===== config.mk =====
export PLATFORM = sky130hd
export DESIGN_NAME = layer_mux_pipe_flat
export DESIGN_NICKNAME = d
export VERILOG_FILES = /design/src/rtl/layer_mux_pipe_if.sv /design/src/rtl/layer_mux_pipe.sv /design/src/flat_wrapper.sv
export SDC_FILE = /design/constraint.sdc
export NUM_CORES = 1
export LEC_CHECK = 0
export ABC_AREA = 1
export CAP_MARGIN = 10
export CORE_MARGIN = 5
export CORE_UTILIZATION = 43
export CTS_CLUSTER_SIZE = 8
export DETAILED_ROUTE_END_ITERATION = 10
export PLACE_DENSITY = 0.91
export SLEW_MARGIN = 20
export SYNTH_ARGS = -nofsm -noshare
export SYNTH_HDL_FRONTEND = slang
export SYNTH_SLANG_ARGS = --single-unit

===== constraint.sdc =====
create_clock -name clk -period 1.98 [get_ports clk]
set_input_delay 0.396 -clock clk [delete_from_list [all_inputs] [get_ports clk]]
set_output_delay 0.396 -clock clk [all_outputs]
set_load 0.02 [all_outputs]

===== src/rtl/layer_mux_pipe_if.sv =====
// Bus bundle for layer_mux_pipe.
// Groups the pixel-side inputs (valid/sof strobes, layer requests, layer and
// background colours) and the mixed outputs (RGB, winner index, collision
// flags). The "master" modport belongs to the pixel source/sink side and
// "slave" to the mixer itself.
//   pix_valid, sof        : per-pixel strobes
//   draw_req, layer_rgb   : per-layer request and packed {r,g,b}
//   bg_rgb                : background colour
//   red/green/blue_out    : mixed colour, 2 cycles after input
//   out_valid, out_layer  : delayed valid, winning layer (4'hF = background)
//   col_now/live/frame    : collision on this pixel / this frame / last frame
interface layer_mux_pipe_if #(
  parameter int NUM_LAYERS = 4,
  parameter int COLOR_W    = 4
);
  localparam int NUM_PAIRS = NUM_LAYERS * (NUM_LAYERS - 1) / 2;

  logic                            pix_valid;
  logic                            sof;
  logic [NUM_LAYERS-1:0]           draw_req;
  logic [NUM_LAYERS*3*COLOR_W-1:0] layer_rgb;
  logic [3*COLOR_W-1:0]            bg_rgb;
  logic [COLOR_W-1:0]              red_out;
  logic [COLOR_W-1:0]              green_out;
  logic [COLOR_W-1:0]              blue_out;
  logic                            out_valid;
  logic [3:0]                      out_layer;
  logic                            col_now;
  logic [NUM_PAIRS-1:0]            col_live;
  logic [NUM_PAIRS-1:0]            col_frame;

  modport master (
    output pix_valid, sof, draw_req, layer_rgb, bg_rgb,
    input  red_out, green_out, blue_out, out_valid, out_layer,
           col_now, col_live, col_frame
  );

  modport slave (
    input  pix_valid, sof, draw_req, layer_rgb, bg_rgb,
    output red_out, green_out, blue_out, out_valid, out_layer,
           col_now, col_live, col_frame
  );
endinterface


===== src/rtl/layer_mux_pipe.sv =====
// Pipelined fixed-priority layer mixer with transparency and per-frame
// pairwise collision flags. Layer 0 has the highest priority; with no
// effective request the background colour is passed through.
// Ports:
//   clk   : pixel clock
//   reset : asynchronous, active-high
//   bus   : layer_mux_pipe_if.slave (all pixel inputs and mixed outputs)
// Latency is two cycles; the pipeline never stalls.
module layer_mux_pipe #(
  parameter int                     NUM_LAYERS = 4,
  parameter int                     COLOR_W    = 4,
  parameter int                     TRANSP_EN  = 1,
  parameter logic [3*COLOR_W-1:0]   TRANSP_RGB = 12'h0F0
) (
  input  logic               clk,
  input  logic               reset,
  layer_mux_pipe_if.slave    bus
);
  localparam int RGB_W     = 3 * COLOR_W;
  localparam int NUM_PAIRS = NUM_LAYERS * (NUM_LAYERS - 1) / 2;

  // Effective requests: a layer showing the transparent key does not draw.
  logic [NUM_LAYERS-1:0] eff;
  generate
    for (genvar gi = 0; gi < NUM_LAYERS; gi++) begin : g_eff
      logic transp_hit;
      assign transp_hit = (TRANSP_EN != 0) &&
                          (bus.layer_rgb[gi*RGB_W +: RGB_W] == TRANSP_RGB);
      assign eff[gi] = bus.draw_req[gi] & ~transp_hit;
    end
  endgenerate

  // Priority select: scanning from the lowest priority upward lets the
  // lowest-indexed requesting layer overwrite everything below it.
  logic [3:0]       win_idx;
  logic [RGB_W-1:0] win_rgb;
  always_comb begin
    win_idx = 4'hF;
    win_rgb = bus.bg_rgb;
    for (int i = NUM_LAYERS - 1; i >= 0; i--) begin
      if (eff[i]) begin
        win_idx = 4'(i);
        win_rgb = bus.layer_rgb[i*RGB_W +: RGB_W];
      end
    end
  end

  // Stage 1
  logic [NUM_LAYERS-1:0] s1_eff_reg;
  logic [3:0]            s1_idx_reg;
  logic [RGB_W-1:0]      s1_rgb_reg;
  logic                  s1_valid_reg;
  logic                  s1_sof_reg;

  always_ff @(posedge clk or posedge reset) begin
    if (reset) begin
      s1_eff_reg   <= '0;
      s1_idx_reg   <= 4'hF;
      s1_rgb_reg   <= '0;
      s1_valid_reg <= 1'b0;
      s1_sof_reg   <= 1'b0;
    end else begin
      s1_eff_reg   <= eff;
      s1_idx_reg   <= win_idx;
      s1_rgb_reg   <= win_rgb;
      s1_valid_reg <= bus.pix_valid;
      s1_sof_reg   <= bus.sof;
    end
  end

  // Pair hits from the stage-1 mask; pair (i,j) with i<j maps to bit
  // i*(2N-i-1)/2 + (j-i-1), giving (0,1),(0,2)..(N-2,N-1) in order.
  logic [NUM_PAIRS-1:0] pair_hit;
  generate
    for (genvar gi = 0; gi < NUM_LAYERS - 1; gi++) begin : g_pi
      for (genvar gj = gi + 1; gj < NUM_LAYERS; gj++) begin : g_pj
        localparam int P = gi * (2 * NUM_LAYERS - gi - 1) / 2 + (gj - gi - 1);
        assign pair_hit[P] = s1_eff_reg[gi] & s1_eff_reg[gj];
      end
    end
  endgenerate

  logic [NUM_PAIRS-1:0] hits_valid;
  logic                 multi_req;
  assign hits_valid = s1_valid_reg ? pair_hit : '0;
  // Two or more bits set <=> clearing the lowest set bit leaves something.
  assign multi_req  = |(s1_eff_reg & (s1_eff_reg - 1'b1));

  // Stage 2 and collision accumulators
  logic [RGB_W-1:0]     rgb_reg;
  logic [3:0]           layer_reg;
  logic                 valid_reg;
  logic                 now_reg;
  logic [NUM_PAIRS-1:0] live_reg;
  logic [NUM_PAIRS-1:0] frame_reg;

  always_ff @(posedge clk or posedge reset) begin
    if (reset) begin
      rgb_reg   <= '0;
      layer_reg <= 4'hF;
      valid_reg <= 1'b0;
      now_reg   <= 1'b0;
      live_reg  <= '0;
      frame_reg <= '0;
    end else begin
      rgb_reg   <= s1_rgb_reg;
      layer_reg <= s1_idx_reg;
      valid_reg <= s1_valid_reg;
      now_reg   <= s1_valid_reg & multi_req;
      // A sof slot closes the previous frame (without this pixel) and
      // starts the new accumulation with this pixel's hits only.
      if (s1_sof_reg) begin
        frame_reg <= live_reg;
        live_reg  <= hits_valid;
      end else begin
        live_reg  <= live_reg | hits_valid;
      end
    end
  end

  assign bus.red_out   = rgb_reg[2*COLOR_W +: COLOR_W];
  assign bus.green_out = rgb_reg[COLOR_W +: COLOR_W];
  assign bus.blue_out  = rgb_reg[0 +: COLOR_W];
  assign bus.out_layer = layer_reg;
  assign bus.out_valid = valid_reg;
  assign bus.col_now   = now_reg;
  assign bus.col_live  = live_reg;
  assign bus.col_frame = frame_reg;
endmodule


===== src/flat_wrapper.sv =====
// flat-port wrapper written by rule: the top's interface ports become plain ports
module layer_mux_pipe_flat 
#(
  parameter int                     NUM_LAYERS = 4,
  parameter int                     COLOR_W    = 4,
  parameter int                     TRANSP_EN  = 1,
  parameter logic [3*COLOR_W-1:0]   TRANSP_RGB = 12'h0F0
)
  (clk, reset, bus_pix_valid, bus_sof, bus_draw_req, bus_layer_rgb, bus_bg_rgb, bus_red_out, bus_green_out, bus_blue_out, bus_out_valid, bus_out_layer, bus_col_now, bus_col_live, bus_col_frame);
  layer_mux_pipe_if #(.NUM_LAYERS(NUM_LAYERS), .COLOR_W(COLOR_W)) bus_i ();
  input  logic clk;
  input  logic reset;
  input wire logic [$bits(bus_i.pix_valid)-1:0] bus_pix_valid;
  input wire logic [$bits(bus_i.sof)-1:0] bus_sof;
  input wire logic [$bits(bus_i.draw_req)-1:0] bus_draw_req;
  input wire logic [$bits(bus_i.layer_rgb)-1:0] bus_layer_rgb;
  input wire logic [$bits(bus_i.bg_rgb)-1:0] bus_bg_rgb;
  output wire logic [$bits(bus_i.red_out)-1:0] bus_red_out;
  output wire logic [$bits(bus_i.green_out)-1:0] bus_green_out;
  output wire logic [$bits(bus_i.blue_out)-1:0] bus_blue_out;
  output wire logic [$bits(bus_i.out_valid)-1:0] bus_out_valid;
  output wire logic [$bits(bus_i.out_layer)-1:0] bus_out_layer;
  output wire logic [$bits(bus_i.col_now)-1:0] bus_col_now;
  output wire logic [$bits(bus_i.col_live)-1:0] bus_col_live;
  output wire logic [$bits(bus_i.col_frame)-1:0] bus_col_frame;
  assign bus_i.pix_valid = bus_pix_valid;
  assign bus_i.sof = bus_sof;
  assign bus_i.draw_req = bus_draw_req;
  assign bus_i.layer_rgb = bus_layer_rgb;
  assign bus_i.bg_rgb = bus_bg_rgb;
  assign bus_red_out = bus_i.red_out;
  assign bus_green_out = bus_i.green_out;
  assign bus_blue_out = bus_i.blue_out;
  assign bus_out_valid = bus_i.out_valid;
  assign bus_out_layer = bus_i.out_layer;
  assign bus_col_now = bus_i.col_now;
  assign bus_col_live = bus_i.col_live;
  assign bus_col_frame = bus_i.col_frame;
  layer_mux_pipe #(.NUM_LAYERS(NUM_LAYERS), .COLOR_W(COLOR_W), .TRANSP_EN(TRANSP_EN), .TRANSP_RGB(TRANSP_RGB)) u_core (.clk(clk), .reset(reset), .bus(bus_i));
endmodule

== Word-level counts from Yosys, hierarchy flattened ==
Index checks and enable logic that the tools add are counted.

* Register bits: 52
* Input bits: 68
* Output and inout bits: 30
* Word-level logic and storage cells: 44

* Add/subtract/negate cells: 1
* Equal/unequal tests: 4
* Mux-type cells: 10
* Bitwise gates (word level): 17
* Reduce and logical (&&, ||, !) cells: 1

{| class="wikitable"
|+ Operator list
! cell !! count
|-
| == test 12 x 8 -> 1 bit, second input constant || 4
|-
| two-way mux 12 bit || 4
|-
| two-way mux 4 bit || 4
|-
| two-way mux 6 bit || 2
|-
| bitwise AND 1 bit || 11
|-
| bitwise OR 6 bit || 1
|-
| bitwise AND 4 bit || 1
|-
| NOT 1 bit || 4
|-
| OR reduction 4 bit || 1
|-
| subtractor 4 x 1 -> 4 bit, second input constant || 1
|}

== Logic depth before layout (Yosys ltp) ==
* Depth in word-level cells: 7
* Depth in mapped cells: 11
* Depth with buffers taken out: 10

== Worst setup path before layout ==
OpenSTA, ideal clock, no wires.

* Path type: input to register
* Start: input port bus_layer_rgb[39]
* End: register u_core.s1_rgb_reg[1]
* Library setup time: 73 ps
* Arrival time: 1212 ps
* Data required time: 1907 ps
* Path slack: 695 ps
* Stages: 10
* Buffers on the path: 1
* Path through: nor2_1 nand2_1 nor2_2 nand2_4 nand2_4 buf_8 nand2_1 nand3_1 nand2_1 a21oi_2

* Word-level cells in the longest chain between the ends: 7

{| class="wikitable"
|+ Ends and longest elaborated chain
! element !! RTL line !! RTL
|-
| start, declared || flat_wrapper.sv:16 || <nowiki>input wire logic [$bits(bus_i.layer_rgb)-1:0] bus_layer_rgb;</nowiki>
|-
| == test 12 x 8 -> 1 bit || layer_mux_pipe.sv:28 || <nowiki>(bus.layer_rgb[gi*RGB_W +: RGB_W] == TRANSP_RGB);</nowiki>
|-
| NOT 1 bit || layer_mux_pipe.sv:29 || <nowiki>assign eff[gi] = bus.draw_req[gi] & ~transp_hit;</nowiki>
|-
| bitwise AND 1 bit || layer_mux_pipe.sv:29 ||
|-
| two-way mux 12 bit (4 in a row) || layer_mux_pipe.sv:41 || <nowiki>if (eff[i]) begin</nowiki>
|-
| via u_core.win_rgb[1] || layer_mux_pipe.sv:36 || <nowiki>logic [RGB_W-1:0] win_rgb;</nowiki>
|-
| end signal, assigned || layer_mux_pipe.sv:65 || <nowiki>s1_rgb_reg <= win_rgb;</nowiki>
|-
| end, declared || layer_mux_pipe.sv:51 || <nowiki>logic [RGB_W-1:0] s1_rgb_reg;</nowiki>
|}

The timed path passes the listed nets, and every way through them passes these cells.
A chain may end at the register's enable or synchronous reset.

== Worst setup path after layout ==
* Start: register u_core.layer_reg[1], in the netlist u_core.bus.out_layer[1]
* End: output port bus_out_layer[1]

{| class="wikitable"
|+ RTL lines
! element !! RTL line !! RTL
|-
| start, declared || layer_mux_pipe.sv:91 || <nowiki>logic [3:0] layer_reg;</nowiki>
|-
| start signal, assigned || layer_mux_pipe.sv:107 || <nowiki>layer_reg <= s1_idx_reg;</nowiki>
|-
| end, declared || flat_wrapper.sv:22 || <nowiki>output wire logic [$bits(bus_i.out_layer)-1:0] bus_out_layer;</nowiki>
|}

No word-level cell between the ends.

==> results.md <==
* Chip Height at between 80 and 90 um
* Count of cell types in the netlist at 23
* Share of the synthesized area in the top cell type at 0.458
* Worst-Margin Slew at 531 ps
* Static leakage at ~1.7 nW
* IO Count at between 90 and 100
* Post-DRT Antenna Nets at 0
* Crit path cell chain: clkdlybuf4s50_1
* Final Cycle Share at 0.922
* Unrepaired setup endpoints after global routing: no
* H-tree Lvls at 2
* Syn. warnings at 0
* Final instance area at 0.00356 sq mm
* Inst Count DP at 464
* Worst hold path type: register to register
* CTS Root Cell: clkbuf_8
* Initial antenna violation count at 0
* Die Wd at between 80 and 90 um
* Max VDD drop at about 0.0004 V
* Final Max Tran Viols at 0
* Initial DRC count at 81
* Final nets at 467
* Area grow syn2layout at 47.9%
* Drt via density at between 4 and 5
* Crit-path slowest cell: clkdlybuf4s50_1
* Post-DP Area at about 0.0035 sq mm
* Post-CTS Resized at 0
* # DRC at 0
* Post-synth top area cell: dfrtp_1
* Sequential share of power at 0.504
* Critical Path Max Stage Delay at ~610 ps
* Critical Path Stages at 1
* Switching Share at 0.276
* Max Cap Viol at 0
* R2r startpoint: u_core.s1_sof_reg$_DFF_PP0_
* Drt first pass iters at 4
* Diode count at 0
* Register area share after synthesis at 0.523
* Type of origin of the critical path: register
* Hold path startpoint: u_core.s1_rgb_reg[9]$_DFF_PP0_
* Total gr overflow at 0
* Power Dens Cells at 639 mW/mm^2
* Int Pwr at around 1.6 mW
* Post-DP HPWL at 5.34 mm
* Routability-driven placement congestion ratio at just over 0.9
* Max Buffers Root-to-Sink at 2
* Max_slew headroom at 0.646
* Worst EP required at roughly 1600 ps
* Clock Skews at roughly 8.1 ps
* Syn_nets at around 370
* Top post-synthesis cells by area: dfrtp_1 46%, nand2_1 10%, nand3_1 10%
* FF-to-FF setup slack at around 860 ps
* Buf/Inv on CP at 1
* Vias at 2,273
* CP max FO at 1
* Net Switching at ~630 uW
* I/O Buffers at 97
* Tmin final at around 1800 ps
* TritonCTS clock tree: yes
* Die footprint at 0.00719 sq mm
* Finished Layout Cells at 472
* Clock share of power at 0.252
* WL final at approximately 6.6 mm
* GRT Total Usage at 0.190
* Rows at 27
* Commonest non-fill, non-tap cell in the layout: clkdlybuf4s50_1
* WHS at 353 ps
* Critical Path Sink: bus_out_layer[1]
* Crit path launch: u_core.bus.out_layer[1]$_DFF_PP1_
* Dpl ws at -5.44 ps
* Final hold vios at 0
* Fraction of layout instances using a drive strength above 1 at 0.100
* Synth Instances at 300
* Vias in the first global route at around 2,300
* Yosys reg bits at 50
* Logic pwr share at 0.244
* Routed WL per cell at around 14 um
* Clk Latency, worst-skew pair at approximately 300 ps
* Clk sinks at 50
* Worst setup margin at about 160 ps
* Reg clk slew, reported paths at 80 ps
* Worst r2r dst: u_core.bus.col_frame[1]$_DFFE_PP0P_
* Starting Density at 0.440
* Setup violators final at 0
* Inserted Clock Buffers at 5
* Hold Buf Count CTS at 0
* Hold Crit Depth at 0
* Post-synth design cell area at ~0.0024 sq mm
* Global-route wire length before repair at 10.8 mm
* Most frequent cells in the layout: 97 x clkdlybuf4s50_1, 67 x nand2_1, 49 x nand3_1
* Crit end category: output pin
* Core ar. at between 0.005 and 0.006 sq mm
* Outcome: completed
* Fmax at 548 MHz
* Largest net degree at the start of global routing at 36
* Worst reg2reg path depth at 2
* WP data arrival at 1430 ps
* Crit path kind: register to output pin
* Avg Cell Area, Syn at between 8 and 9 sq um
* Setup_tns at 0 ps
* Setup bufs post-CTS at 0
* Top delay family on crit path: buffers and inverters
==> power groups by stage <==
stage	Combinational, mW	Sequential (mW)	Clock, mW
2_1_floorplan	0.187	1.22	0
3_3_place_gp	0.541	1.16	0
3_5_place_dp	0.555	1.16	0
4_1_cts	0.560	1.15	0.588
5_1_grt	0.604	1.16	0.634
6_report	0.555	1.14	0.573
==> metal layers <==
metal  wire length [um]  global-route usage  vias to the layer above  part of all wire
li1                   -                   -                     1129                 -
met3                543              0.0550                       16             0.082
met5                  0                   0                        -                 0
met4                161              0.0763                        0             0.024
met1               2580               0.217                     1030              0.39
met2               3310               0.332                       98              0.50
==> cell usage after synthesis, drive strengths merged <==
library cell,instances
a21oi,18
nand3,49
dfrtp,44
inv,49
dfstp,6
o21ai,3
o22ai,4
nand4,2
nor3b,1
buf,8
nand2,72
clkbuf,5
nor2,37
nor3,2
==> area by class of cell <==
class,instances,area (sq um)
clock buffer,6,72.6
sequential,50,1260
timing repair buffer,105,1060
tap,72,90.1
clock inverter,2,13.8
inverter,49,184
multi-input combinational,188,883
fill,449,1910
==> how the worst min path moves through the flow <==
stage,end,slack [ps]
2_1_floorplan,u_core.rgb_reg[0]$_DFF_PP0_,330
6_report,u_core.rgb_reg[9]$_DFF_PP0_,350
3_5_place_dp,u_core.rgb_reg[8]$_DFF_PP0_,330
4_1_cts,u_core.rgb_reg[9]$_DFF_PP0_,350
5_1_grt,u_core.rgb_reg[8]$_DFF_PP0_,360
3_3_place_gp,u_core.rgb_reg[7]$_DFF_PP0_,330
==> metrics by stage <==
step / total power [mW] / utilization
final: 2.27 / 0.650
after floorplan: 1.41 / -
after global placement: 1.70 / 0.634
after detailed placement: 1.72 / 0.634
after global routing: 2.39 / 0.650
after CTS: 2.29 / 0.650
==> kinds of logic after synthesis <==
kind of cell / share of synthesized area
and+or+nand+nor: 0.299
buffers and inverters: 0.110
DFF: 0.523
AOI/OAI and AO/OA: 0.0681
(Power assumes the default switching activity.)
